File: src/rtl/color_matrix_stage.sv
// 3x3 colour-correction stage: registers the pixel, forms three signed dot
// products, then rounds half-up, scales by the fractional bits and clamps
// the result back to pixel width. Coefficient updates wait for a frame gap.
//
// state   | meaning
// --------+-----------------------------------------------------------
// IDLE    | no update waiting; active coefficients are current
// PENDING | new coefficients captured; commit at the first cycle fvi=0

module dot_product3 #(
  parameter int PIXEL_WIDTH = 8,
  parameter int COEFF_WIDTH = 9,
  parameter int SUM_WIDTH   = 19
) (
  input  logic [3*PIXEL_WIDTH-1:0]     a,
  input  logic [3*COEFF_WIDTH-1:0]     b,
  output logic signed [SUM_WIDTH-1:0]  sum
);

  function automatic logic signed [SUM_WIDTH-1:0] mul(
    input logic [PIXEL_WIDTH-1:0]        p,
    input logic signed [COEFF_WIDTH-1:0] c
  );
    logic signed [SUM_WIDTH-1:0] pe;
    logic signed [SUM_WIDTH-1:0] ce;
    pe = {{(SUM_WIDTH-PIXEL_WIDTH){1'b0}}, p};
    ce = {{(SUM_WIDTH-COEFF_WIDTH){c[COEFF_WIDTH-1]}}, c};
    return pe * ce;
  endfunction

  // Sum of unsigned pixel times signed coefficient over three components.
  always_comb begin
    sum = mul(a[0*PIXEL_WIDTH +: PIXEL_WIDTH], b[0*COEFF_WIDTH +: COEFF_WIDTH])
        + mul(a[1*PIXEL_WIDTH +: PIXEL_WIDTH], b[1*COEFF_WIDTH +: COEFF_WIDTH])
        + mul(a[2*PIXEL_WIDTH +: PIXEL_WIDTH], b[2*COEFF_WIDTH +: COEFF_WIDTH]);
  end

endmodule

module color_matrix_stage #(
  parameter int PIXEL_WIDTH = 8,
  parameter int COEFF_WIDTH = 9,
  parameter int FRAC_BITS   = 6
) (
  input  logic                     clk,
  input  logic                     resetb,
  input  logic                     enable,
  input  logic [9*COEFF_WIDTH-1:0] coeff,
  input  logic                     coeff_ld,
  input  logic                     fvi,
  input  logic                     lvi,
  input  logic                     dvi,
  input  logic [PIXEL_WIDTH-1:0]   r_in,
  input  logic [PIXEL_WIDTH-1:0]   g_in,
  input  logic [PIXEL_WIDTH-1:0]   b_in,
  output logic                     fvo,
  output logic                     lvo,
  output logic                     dvo,
  output logic [PIXEL_WIDTH-1:0]   r_out,
  output logic [PIXEL_WIDTH-1:0]   g_out,
  output logic [PIXEL_WIDTH-1:0]   b_out,
  output logic                     coeff_busy
);

  localparam int SW = PIXEL_WIDTH + COEFF_WIDTH + 2;
  localparam int CV = 9 * COEFF_WIDTH;
  localparam logic signed [SW-1:0] HALF = SW'(1 << (FRAC_BITS - 1));
  localparam logic signed [SW-1:0] PMAX = SW'((1 << PIXEL_WIDTH) - 1);

  function automatic logic [CV-1:0] identity_coeffs();
    logic [CV-1:0] v;
    v = '0;
    for (int i = 0; i < 3; i++) begin
      v[(i*4)*COEFF_WIDTH +: COEFF_WIDTH] = COEFF_WIDTH'(1 << FRAC_BITS);
    end
    return v;
  endfunction

  localparam logic [CV-1:0] IDENTITY = identity_coeffs();

  typedef enum logic {ST_IDLE, ST_PENDING} coeff_state_t;

  coeff_state_t state_q, state_d;
  logic         capture, commit;
  logic [CV-1:0] pend_q, act_q;

  logic                   s1_fv, s1_lv, s1_dv, s1_en;
  logic [PIXEL_WIDTH-1:0] s1_r, s1_g, s1_b;
  logic [CV-1:0]          s1_coeff;

  logic signed [SW-1:0]   sums [3];
  logic signed [SW-1:0]   scaled [3];
  logic [PIXEL_WIDTH-1:0] corr [3];

  // Coefficient update sequencing; a new load wins over a same-cycle commit.
  always_comb begin
    state_d = state_q;
    capture = 1'b0;
    commit  = 1'b0;
    case (state_q)
      ST_IDLE: begin
        if (coeff_ld) begin
          capture = 1'b1;
          state_d = ST_PENDING;
        end
      end
      ST_PENDING: begin
        if (coeff_ld) begin
          capture = 1'b1;
        end else if (!fvi) begin
          commit  = 1'b1;
          state_d = ST_IDLE;
        end
      end
      default: state_d = ST_IDLE;
    endcase
  end

  assign coeff_busy = (state_q == ST_PENDING);

  // Coefficient registers and FSM state; reset restores identity.
  always_ff @(posedge clk) begin
    if (!resetb) begin
      state_q <= ST_IDLE;
      pend_q  <= IDENTITY;
      act_q   <= IDENTITY;
    end else begin
      state_q <= state_d;
      if (capture) pend_q <= coeff;
      if (commit)  act_q  <= pend_q;
    end
  end

  // Stage 1: capture pixel, mode and the coefficients it will be scaled by.
  always_ff @(posedge clk) begin
    if (!resetb) begin
      s1_fv    <= 1'b0;
      s1_lv    <= 1'b0;
      s1_dv    <= 1'b0;
      s1_en    <= 1'b0;
      s1_r     <= '0;
      s1_g     <= '0;
      s1_b     <= '0;
      s1_coeff <= IDENTITY;
    end else begin
      s1_fv <= fvi;
      s1_lv <= lvi;
      s1_dv <= dvi;
      if (dvi) begin
        s1_en    <= enable;
        s1_r     <= r_in;
        s1_g     <= g_in;
        s1_b     <= b_in;
        s1_coeff <= act_q;
      end
    end
  end

  for (genvar row = 0; row < 3; row++) begin : g_row
    dot_product3 #(
      .PIXEL_WIDTH (PIXEL_WIDTH),
      .COEFF_WIDTH (COEFF_WIDTH),
      .SUM_WIDTH   (SW)
    ) u_dot (
      .a   ({s1_b, s1_g, s1_r}),
      .b   (s1_coeff[row*3*COEFF_WIDTH +: 3*COEFF_WIDTH]),
      .sum (sums[row])
    );
  end

  // Half-up rounding, arithmetic scale-down and clamp to [0, 2^PW-1].
  always_comb begin
    for (int i = 0; i < 3; i++) begin
      scaled[i] = (sums[i] + HALF) >>> FRAC_BITS;
      corr[i]   = '0;
      if (scaled[i] < 0) begin
        corr[i] = '0;
      end else if (scaled[i] > PMAX) begin
        corr[i] = '1;
      end else begin
        corr[i] = scaled[i][PIXEL_WIDTH-1:0];
      end
    end
  end

  // Stage 2: output registers; pixel data holds while no valid pixel arrives.
  always_ff @(posedge clk) begin
    if (!resetb) begin
      fvo   <= 1'b0;
      lvo   <= 1'b0;
      dvo   <= 1'b0;
      r_out <= '0;
      g_out <= '0;
      b_out <= '0;
    end else begin
      fvo <= s1_fv;
      lvo <= s1_lv;
      dvo <= s1_dv;
      if (s1_dv) begin
        r_out <= s1_en ? corr[0] : s1_r;
        g_out <= s1_en ? corr[1] : s1_g;
        b_out <= s1_en ? corr[2] : s1_b;
      end
    end
  end

endmodule

File: config.mk
export PLATFORM = sky130hd
export DESIGN_NAME = color_matrix_stage
export DESIGN_NICKNAME = d
export VERILOG_FILES = /design/src/rtl/color_matrix_stage.sv
export SDC_FILE = /design/constraint.sdc
export NUM_CORES = 2
export LEC_CHECK = 0
export ABC_CLOCK_PERIOD_IN_PS = 24900
export CORE_MARGIN = 10
export CORE_UTILIZATION = 40
export CTS_CLUSTER_DIAMETER = 150
export DETAILED_ROUTE_END_ITERATION = 8
export PLACE_DENSITY = 0.55
export SLEW_MARGIN = 15
export SYNTH_ARGS = -nofsm -noshare
export SYNTH_HDL_FRONTEND = slang
export SYNTH_SLANG_ARGS = --single-unit
File: constraint.sdc
create_clock -name clk -period 24.9 [get_ports clk]
set_clock_uncertainty 0.1 [all_clocks]
set_input_delay 7.47 -clock clk [delete_from_list [all_inputs] [get_ports clk]]
set_output_delay 7.47 -clock clk [all_outputs]
set_load 0.1 [all_outputs]
==> flow_summary_export.csv <==
group,metric,value,unit
sta,tightest_slew,1.13,ns
critical_path,reg2reg_slack,15.54,ns
power,combinationalPowerShare,13.8,%
run,cap_violations,0,
yosys,yosysWarnings,0,
route,drc,0,
die,chipWidth,325,um
clocking,clock_path_buffers,3,
route,ant_nets,0,
critical_path,worstPathCellList,"clkdlybuf4s50_1",
power,power_density,30.4,nW/um^2
yosys,yosysTopAreaCell,"fa_1",
die,pin_count,140,
clocking,cts.sinks,299,
yosys,ys_ff_latch,299,
clocking,ctsHtreeMaxLevel,2,
yosys,synth_area_leaders,"fa_1, ha_1, dfxtp_1",
clocking,clk_latency,0.57,ns
hold_path,worstHoldPathCells,1,
final_layout,post-route-util,44.5,%
grt,grtUsageTotal,17.9,%
sta,setup_viol,0,
critical_path,r2r_end,"b_out[3]",
route,wl_per_cell,17.6,um
route,via_per_inst,4.99,
placement,gp_congestion,0.815,
grt,grt_pass1_vias,27700,
critical_path,critPathKind,"reg2out",
power,switching_share,28.2,%
yosys,synthDominantCellAreaShare,23.6,%
route,drt_iter0_drc,1185,
grt,grt_max_degree,97,
sta,min_period_over_period,39.3,%
grt,antenna_found_initial,2,
critical_path,crit_path_max_fanout,2,
final_layout,antennaDiodeCount,0,
critical_path,worst-path-buf-inv,1,
grt,grt-ovfl-total,0,
status,outcome,"completed",
placement,port_buffers,139,
critical_path,reg2reg_depth,29,
yosys,synthFlopType,"dfxtp_1",
clocking,ctsResizeCount,0,
die,coreArea,91900,sq um
critical_path,r2r-start,"s1_r[2]",
route,vias,26800,
yosys,synth_edf_count,0,
final_layout,design_area,40900,sq um
final_layout,drive_gt1_share,2.63,%
sta,min_period,9.79,ns
yosys,syn_avg_cell_area,9.09,sq um
die,dieHeight,325,um
yosys,ys_seq_area_share,16.1,%
sta,hold_slack,0.335,ns
final_layout,syn_to_final_growth,10.1,%
sta,hold_viol,0,
hold_path,worstHoldStart,"s1_lv",
yosys,synth_area,37200,sq um
power,peakVddDrop,0.0391,mV
placement,place_area,39700,sq um
power,clkPwrFrac,44.9,%
clocking,ctsHoldBuffers,0,
clocking,clkTransAtPathRegs,0.06,ns
power,pwr-share-seq,41.3,%
power,p_leak,21.8,nW
sta,max_freq,102,MHz
placement,dp_cells,5317,
route,wirelength,94700,um
sta,rsz0062_at_grt,"no",
hold_path,min_path_type,"reg2reg",
yosys,syn_nets,5211,
critical_path,start_kind,"register",
die,initial_core_util,40.4,%
sta,fin_tns_setup,0,ns
clocking,cts_tree,"built",
final_layout,final_cell_mix,"ha_1, inv_1, nand2_1",
power,p_int,0.893,mW
yosys,synth_async_sr_flop_share,0,%
yosys,synth_cell_types,63,
yosys,syn_inst,4088,
critical_path,cpMaxStageDelayCell,"clkdlybuf4s50_1",
critical_path,cpLargestDelayFamily,"buffers and inverters",
power,p_switching,0.351,mW
hold_path,min_to,"lvo",
clocking,clock-root-buffer,"clkbuf_16",
placement,dpl.hpwl,75700,um
clocking,cts_made_buffers,39,
die,fp-row-count,111,
final_layout,final_common_cell,"ha_1",
critical_path,slowest_delay,1.19,ns
grt,grt_pass1_wl,153000,um
critical_path,cp-end-kind,"primary output",
die,dieArea,106000,sq um
critical_path,crit_required,17.33,ns
sta,max_slew_margin,24.5,%
final_layout,finalNetCount,5238,
critical_path,cp_data_arrival_time,2.22,ns
route,firstDrtPassIters,5,
final_layout,instances_no_fill,5384,
sta,maxSlewViolCount,0,
clocking,post-cts-setup-buffers,0,
## per-layer routing
metal  up-vias  part of all wire [%]  GRT usage [%]
li1      13100                     -              -
met1     13200                    47           24.5
met2       433                    46           29.7
met3        84                   4.7           2.50
met4         0                   2.2           4.12
met5         -                     0              0
## logic make-up (layout without fill, tap and decap cells)
logic type / after synthesis / count (layout) / share of synthesized area, %
fa+ha+maj: 1011 / 1011 / 42.9
mux: 193 / 193 / 5.20
xor+xnor: 132 / 132 / 3.11
buf+inv: 733 / 786 / 7.42
simple gates: 1313 / 1313 / 17.9
compound gates: 407 / 407 / 7.37
flops: 299 / 299 / 16.1
## sequential cells by signal, summed over array words and instances, names as in the netlist, 8 cells and up
name,cells
act_q,81
pend_q,81
s1_coeff,81
b_out,8
g_out,8
r_out,8
s1_b,8
s1_g,8
s1_r,8
## per-stage QoR
step                setup slack [ns]  total power [mW]
detailed placement             15.15             0.697
global route                   14.96              1.30
floorplan                      15.83             0.624
finish                         15.11              1.24
global placement               15.21             0.696
CTS                            15.06              1.26
## power by group through the flow
stage | sequential [mW] | clock (mW) | combinational [mW]
detailed placement | 0.524 | 0 | 0.173
global placement | 0.525 | 0 | 0.172
finish | 0.514 | 0.559 | 0.171
CTS | 0.514 | 0.578 | 0.173
global route | 0.515 | 0.595 | 0.187
floorplan | 0.526 | 0 | 0.0976
## worst max-delay path by stage
stage | endpoint | startpoint | cells after the start | slack (ns)
6_report | b_out[6] | b_out[6] | 1 | 15.11
4_1_cts | b_out[6] | b_out[6] | 1 | 15.06
3_5_place_dp | act_q[65] | resetb | 4 | 15.15
2_1_floorplan | s1_b[0] | dvi | 5 | 15.83
5_1_grt | b_out[3] | s1_r[6] | 30 | 14.96
3_3_place_gp | act_q[52] | resetb | 4 | 15.21
## layout make-up
| type | count | area, sq um |
|---|---|---|
| sequential | 299 | 5990 |
| multi-input combinational | 3056 | 28400 |
| fill | 9202 | 51000 |
| clock buffer | 52 | 1100 |
| tap | 1243 | 1560 |
| inverter | 551 | 2070 |
| timing repair buffer | 168 | 1610 |
| clock inverter | 15 | 165 |
## worst register-to-register path: cells and delay by family, from the launching register on
| family | cells | cell delay, ns |
|---|---|---|
| AOI/OAI and AO/OA | 10 | 2.30 |
| xor gates and xnor gates | 1 | 0.39 |
| adders and majority gates | 9 | 3.86 |
| buffers and inverters | 4 | 0.57 |
| DFF | 1 | 0.86 |
| and+or+nand+nor | 5 | 1.13 |
## synthesized netlist by cell type, types with 3 or more instances
cell type / n
o21ai_1: 3
nand3_1: 33
xnor2_1: 93
nor2_1: 141
clkbuf_1: 167
o21ai_0: 78
a32oi_1: 5
nand2b_1: 31
o22ai_1: 3
a41o_1: 6
a21o_1: 43
nand3b_1: 5
dfxtp_1: 299
o2111ai_1: 12
and3_1: 13
fa_1: 438
o211ai_1: 5
nand4_1: 8
a21boi_0: 91
or4_1: 3
or2_2: 7
xor2_1: 39
a31oi_1: 24
o21bai_1: 3
a311oi_1: 3
a21oi_1: 79
inv_1: 551
buf_1: 14
nand2_1: 461
mux2i_1: 191
a211oi_1: 4
o31ai_1: 6
o41ai_1: 3
nor2b_1: 209
and2_1: 363
o21a_1: 11
or3_1: 8
nor3_1: 26
o41a_1: 9
ha_1: 573
Note: power is estimated with default switching activity, not from simulation.
